--- config.mk ---
export PLATFORM = sky130hd
export DESIGN_NAME = vid_pixel_engine
export DESIGN_NICKNAME = d
export VERILOG_FILES = /design/src/rtl/vid_pkg.sv /design/src/rtl/vid_axis_cnt.sv /design/src/rtl/vid_pixel_engine.sv
export SDC_FILE = /design/constraint.sdc
export NUM_CORES = 1
export LEC_CHECK = 0
export BUFFER_PORTS_ARGS = -buffer_cell sky130_fd_sc_hd__buf_2
export CORE_ASPECT_RATIO = 0.75
export CORE_UTILIZATION = 60
export DETAILED_ROUTE_END_ITERATION = 16
export PLACE_DENSITY = 0.87
export SLEW_MARGIN = 20
export SYNTH_ARGS = -nofsm -noshare
export SYNTH_HDL_FRONTEND = slang
export SYNTH_HIERARCHICAL = 1
export SYNTH_SLANG_ARGS = --single-unit
--- constraint.sdc ---
create_clock -name clk -period 7.3 [get_ports clk]
set_input_delay 1.46 -clock clk [delete_from_list [all_inputs] [get_ports clk]]
set_output_delay 1.46 -clock clk [all_outputs]
set_load 0.03 [all_outputs]
--- src/rtl/vid_pkg.sv ---
// vid_pkg: shared state encoding, timing config layout and sync polarity constants for the pixel engine
package vid_pkg;
  localparam int CW_DEF = 13;
  localparam logic POL_HIGH = 1'b1;
  localparam logic POL_LOW = 1'b0;
  typedef enum logic [1:0] {IDLE, PRIME, RUN, FINISH} vid_state_e;
  typedef struct packed {
    logic [CW_DEF-1:0] size, limit, sync_start, sync_end;
  } axis_cfg_t;
  typedef struct packed {
    axis_cfg_t h, v;
  } timing_cfg_t;
  function automatic logic drive_pol(input logic active, input logic pol);
    return active ? pol : ~pol;
  endfunction
endpackage

--- src/rtl/vid_axis_cnt.sv ---
// vid_axis_cnt: one scan axis (position counter with wrap, blank and sync decode)
// clk/reset: clock and sync active-high reset; advance: step the count
// limit: last index before wrap; size: displayed count; sync_start/sync_end: sync window [start,end)
// count: position; wrap: advancing past limit this cycle; blank: count>=size; sync: inside window
module vid_axis_cnt #(
  parameter int CW = 13
) (
  input  logic          clk,
  input  logic          reset,
  input  logic          advance,
  input  logic [CW-1:0] limit,
  input  logic [CW-1:0] size,
  input  logic [CW-1:0] sync_start,
  input  logic [CW-1:0] sync_end,
  output logic [CW-1:0] count,
  output logic          wrap,
  output logic          blank,
  output logic          sync
);
  always_comb begin
    wrap = advance && count == limit;
    blank = count >= size;
    sync = count >= sync_start && count < sync_end;
  end
  // Wrap by compare rather than overflow so an all-ones limit is safe.
  always_ff @(posedge clk)
    if (reset) count <= '0;
    else if (advance) count <= wrap ? '0 : count + 1'b1;
endmodule

--- src/rtl/vid_pixel_engine.sv ---
// vid_pixel_engine: video timing generator that pops pixels from a FIFO and drives sync, blank and rgb
// clk/reset: clock and sync active-high reset; en: run enable; pcnt: pixel period minus one
// hsize/hend/hsync_start/hsync_end, vsize/vend/vsync_start/vsync_end: timing, captured on start
// pix_valid/pix_data/pix_ready: upstream FIFO pop handshake
// hsync/hblank/vsync/vblank/rgb/frame_start: registered display outputs
// underflow/clr_underflow: sticky missed-pixel flag and its clear
module vid_pixel_engine
  import vid_pkg::*;
#(
  parameter int   CW     = CW_DEF,
  parameter int   NCH    = 3,
  parameter int   BPC    = 8,
  parameter int   PDW    = 6,
  parameter logic HS_POL = POL_HIGH,
  parameter logic VS_POL = POL_HIGH
) (
  input  logic               clk,
  input  logic               reset,
  input  logic               en,
  input  logic [PDW-1:0]     pcnt,
  input  logic [CW-1:0]      hsize,
  input  logic [CW-1:0]      hend,
  input  logic [CW-1:0]      hsync_start,
  input  logic [CW-1:0]      hsync_end,
  input  logic [CW-1:0]      vsize,
  input  logic [CW-1:0]      vend,
  input  logic [CW-1:0]      vsync_start,
  input  logic [CW-1:0]      vsync_end,
  input  logic               pix_valid,
  input  logic [NCH*BPC-1:0] pix_data,
  output logic               pix_ready,
  output logic               hsync,
  output logic               hblank,
  output logic               vsync,
  output logic               vblank,
  output logic [NCH*BPC-1:0] rgb,
  output logic               frame_start,
  output logic               underflow,
  input  logic               clr_underflow
);
  typedef struct packed {
    logic [CW-1:0] size, limit, sync_start, sync_end;
  } axis_t;
  vid_state_e state;
  axis_t hc, vc;
  logic [PDW-1:0] pcnt_s, dcnt;
  logic [CW-1:0] hcnt, vcnt;
  logic active, tick, go_idle;
  logic h_wrap, v_wrap, h_blank, v_blank, h_sync, v_sync;
  // Counters only move while active and leave active only on a full-frame wrap,
  // so they always sit at zero in IDLE/PRIME without an explicit clear.
  vid_axis_cnt #(.CW(CW)) u_h (
    .clk, .reset, .advance(tick), .limit(hc.limit), .size(hc.size),
    .sync_start(hc.sync_start), .sync_end(hc.sync_end),
    .count(hcnt), .wrap(h_wrap), .blank(h_blank), .sync(h_sync)
  );
  vid_axis_cnt #(.CW(CW)) u_v (
    .clk, .reset, .advance(tick && h_wrap), .limit(vc.limit), .size(vc.size),
    .sync_start(vc.sync_start), .sync_end(vc.sync_end),
    .count(vcnt), .wrap(v_wrap), .blank(v_blank), .sync(v_sync)
  );
  // Reset gates tick so nothing is popped in the reset cycle.
  always_comb begin
    active = state == RUN || state == FINISH;
    tick = active && !reset && dcnt == pcnt_s;
    pix_ready = tick && !h_blank && !v_blank;
    go_idle = state == FINISH && tick && v_wrap;
  end
  always_ff @(posedge clk) begin
    if (reset) begin
      state <= IDLE;
      dcnt <= '0;
      pcnt_s <= '0;
      hc <= '0;
      vc <= '0;
      hsync <= ~HS_POL;
      vsync <= ~VS_POL;
      hblank <= 1'b1;
      vblank <= 1'b1;
      rgb <= '0;
      frame_start <= 1'b0;
      underflow <= 1'b0;
    end else begin
      dcnt <= (!active || tick) ? '0 : dcnt + 1'b1;
      frame_start <= tick && hcnt == '0 && vcnt == '0;
      underflow <= (pix_ready && !pix_valid) || (underflow && !clr_underflow);
      case (state)
        IDLE: if (en) begin
          state <= PRIME;
          pcnt_s <= pcnt;
          hc <= {hsize, hend, hsync_start, hsync_end};
          vc <= {vsize, vend, vsync_start, vsync_end};
        end
        PRIME: state <= !en ? IDLE : pix_valid ? RUN : PRIME;
        RUN: if (!en) state <= FINISH;
        FINISH: if (go_idle) state <= IDLE;
      endcase
      // Outputs go inactive as the engine drops to IDLE instead of holding the last tick.
      if (go_idle) begin
        hsync <= ~HS_POL;
        vsync <= ~VS_POL;
        hblank <= 1'b1;
        vblank <= 1'b1;
        rgb <= '0;
      end else if (tick) begin
        hsync <= drive_pol(h_sync, HS_POL);
        vsync <= drive_pol(v_sync, VS_POL);
        hblank <= h_blank;
        vblank <= v_blank;
        rgb <= (pix_ready && pix_valid) ? pix_data : '0;
      end
    end
  end
endmodule

==> results.yml <==
placement:
  place.gp.congestion: 0.9046
  post-place-cells: 1397
  io_buffers: 169
  hpwl_um: 14620
sta:
  max_slew_margin_pct: 34.33
  fin_crit_ns: 4.759
  finalSetupViolations: 0
  hold_viol: 0
  drv_slew: 0
  fin_crit_sh_pct: 65.20
  fin_skew_ns: 0.01235
  rsz0062_at_grt: "false"
  tightest_slew_ns: 0.9851
  setup_tns_ns: 0
  fmax_ghz: 0.2101
die:
  rows: 37
  die_h_um: 106.2
  core_mm2: 0.01393
  initial_core_util_pct: 62.39
  ioPinCount: 170
  fp.dieArea_mm2: 0.01498
  die_width_um: 141.0
drt:
  wl_per_cell_um: 14.91
  drt_iter0_drc: 626
  via_count: 7832
  drc_errors: 0
  drtPass1Iterations: 13
  antenna_left: 0
  routed_via_density: 5.481
  wirelength_um: 21310
power:
  ir_drop_mv: 0.1893
  power_density_mw_per_mm2: 213.6
  cellLeakagePower_nw: 4.321
yosys:
  synth-edff-count: 0
  synthArstFlopShare_pct: 0
  synth.distinct_cells: 53
  syn_avg_cell_area_um2: 8.027
  yosys_warnings: 6
  ys_seq_elements: 174
  synth_area_mm2: 0.008693
  yosysSeqAreaShare_pct: 40.07
  synth_cells: 1083
  syn_nets: 1301
  ys.flop_type: "dfxtp_1"
min_path:
  hold_path_end: "vc[0]"
  hp-start: "vc[0]"
  holdPathStages: 2
  hold_class: "flip-flop to flip-flop"
flow_run:
  cap_violations: 0
global_route:
  gr-usage-met2_pct: 47.97
  grt_use_met3_pct: 6.351
  grt_pass1_wl_um: 35540
  overflow: 0
  antenna_found_initial: 0
  grt_max_degree: 93
  grt_use_met1_pct: 39.73
  busiest_layer: "met2"
  grt_pass1_vias: 7462
  grt_usage_pct: 29.49
worst_setup_path:
  r2r_setup_slack_ns: 3.29
  rr_worst_depth: 13
  cp-end-kind: "flip-flop"
  cp_max_fo: 31
  worstPathCellList: "buf_4 -> nor2b_1 -> and3_1 -> buf_4 -> nand2_1 -> inv_1 -> nand2_1 -> nor4_2 -> and3_1 -> nand2_1 -> nor4_4 -> and2_1 -> a41o_1 -> nor2_1"
  arrival_ns: 5.03
  crit_buf_inv: 3
  crit_family: "simple AND/OR/NAND/NOR gates"
  cp_slowest_cell: "a41o_1"
  worstSetupPathType: "primary input to flip-flop"
  critPathLaunchType: "primary input"
  cp.required_ns: 7.57
  crit_path_frequent_cell: "nand2_1"
  slowest_delay_ns: 0.84
clocking:
  clkSlewWorstSetupHoldPaths_ns: 0.07
  tritoncts: "yes"
  cts_max_level: 4
  cts_resized: 0
  clockBufferDepth: 2
  clock_latency_ns: 0.43
  postCtsSetupBuffers: 0
  cts_num_sinks: 174
  cts_made_buffers: 17
  ctsRootBufferMaster: "clkbuf_16"
  holdBufCountCts: 0
status:
  status: "completed"
final_layout:
  fin_nets: 1439
  layout.cells.non_filler: 1429
  antennaDiodeCount: 0
  fin_util_pct: 73.10
  drive_gt1_share_pct: 18.31
  areaGrowthSynthToFinish_pct: 17.17
==> per-stage QoR <==
| stage | hold WS, ns | total power, mW | setup slack (ns) | area, µm² |
|---|---|---|---|---|
| after global placement | 0.4422 | 1.291 | 2.330 | 9588 |
| final | 0.4530 | 2.176 | 2.541 | 10190 |
| after CTS | 0.4542 | 2.187 | 2.530 | 10190 |
| after floorplan | 0.4318 | 1.211 | 2.938 | 8693 |
| after global routing | 0.4758 | 2.266 | 2.217 | 10190 |
| after detailed placement | 0.4440 | 1.301 | 2.159 | 9588 |
==> routing by layer <==
metal,share of wire [%],wire (µm)
met2,45,9662
met1,46,9764
met3,7.3,1550
met5,0,0
met4,1.5,330
==> logic make-up after synthesis <==
group / Yosys count / synth area share, %
mux: 2 / 0.2447
compound gates: 231 / 14.64
flops: 174 / 40.07
simple gates: 407 / 21.59
buf+inv: 132 / 6.246
xor+xnor: 58 / 5.843
fa+ha+maj: 79 / 11.37
==> placed cells by master, fill, tap and decap left out, types with 19 or more instances in the layout <==
master	netlist	routed
nor2_1	37	36
dfxtp_1	174	174
ha_1	79	79
inv_1	76	76
xnor2_1	41	41
nand2_1	240	240
o21ai_0	35	35
buf_2	3	168
nand3_1	19	19
nand4_1	45	45
a21oi_1	156	156
==> how the worst max path moves through the flow <==
stage	from	to	slack [ns]	cells past startpoint
finish	reset	flip-flop	2.54	14
global route	reset	rgb[19]	2.22	14
CTS	reset	flip-flop	2.53	14
detailed placement	reset	flip-flop	2.16	14
global placement	reset	flip-flop	2.33	14
floorplan	reset	pix_ready	2.94	6
==> cells in the mapped netlist, types with 4 or more instances <==
library cell	n	share of area (%)
ha_1	79	11
nor2_1	37	1.6
nand2_1	240	10
nor3_1	9	0.52
o21ai_0	35	2.0
and4_1	9	0.91
nor2_2	10	0.72
nand2b_1	8	0.58
a21o_1	16	1.4
dfxtp_1	174	40
a21oi_1	156	9.0
clkbuf_1	47	2.0
inv_1	76	3.3
xor2_1	17	1.7
xnor2_1	41	4.1
nand4_1	45	3.2
nor4_1	7	0.50
a211oi_1	4	0.35
and3_1	7	0.50
nand3_1	19	1.1
==> flip-flops by register name, summed over array words and instances, names as in the netlist, 6 cells and up, named ones only <==
register   count
dcnt           6
hc            52
pcnt_s         6
rgb           24
u_h/count     13
u_v/count     13
vc            52
==> report_power, final <==
part	switching [mW]	total (mW)	leakage (nW)	internal [mW]
clock	0.432	0.892	0.280	0.460
sequential	0.0245	1.01	1.42	0.989
combinational	0.167	0.271	2.62	0.104
total	0.623	2.18	4.32	1.55
==> worst register-to-register path, cell delays in order (launching register included) <==
cell	delay, ns
dfxtp_1	0.48
nor2b_1	0.27
and3_1	0.19
buf_4	0.30
nand2_1	0.19
inv_1	0.24
nand2_1	0.15
nor4_2	0.23
and3_1	0.34
nand2_1	0.12
nor4_4	0.21
and2_1	0.19
a41o_1	0.84
nor2_1	0.13
==> area by class of cell <==
class,instances,area (µm²)
clock buffer,17,425.4
clock inverter,15,172.7
tap,195,244.0
inverter,76,285.3
timing repair buffer,175,893.4
multi-input combinational,777,4682
fill,1078,3749
sequential,174,3483
(Power assumes the default switching activity.)
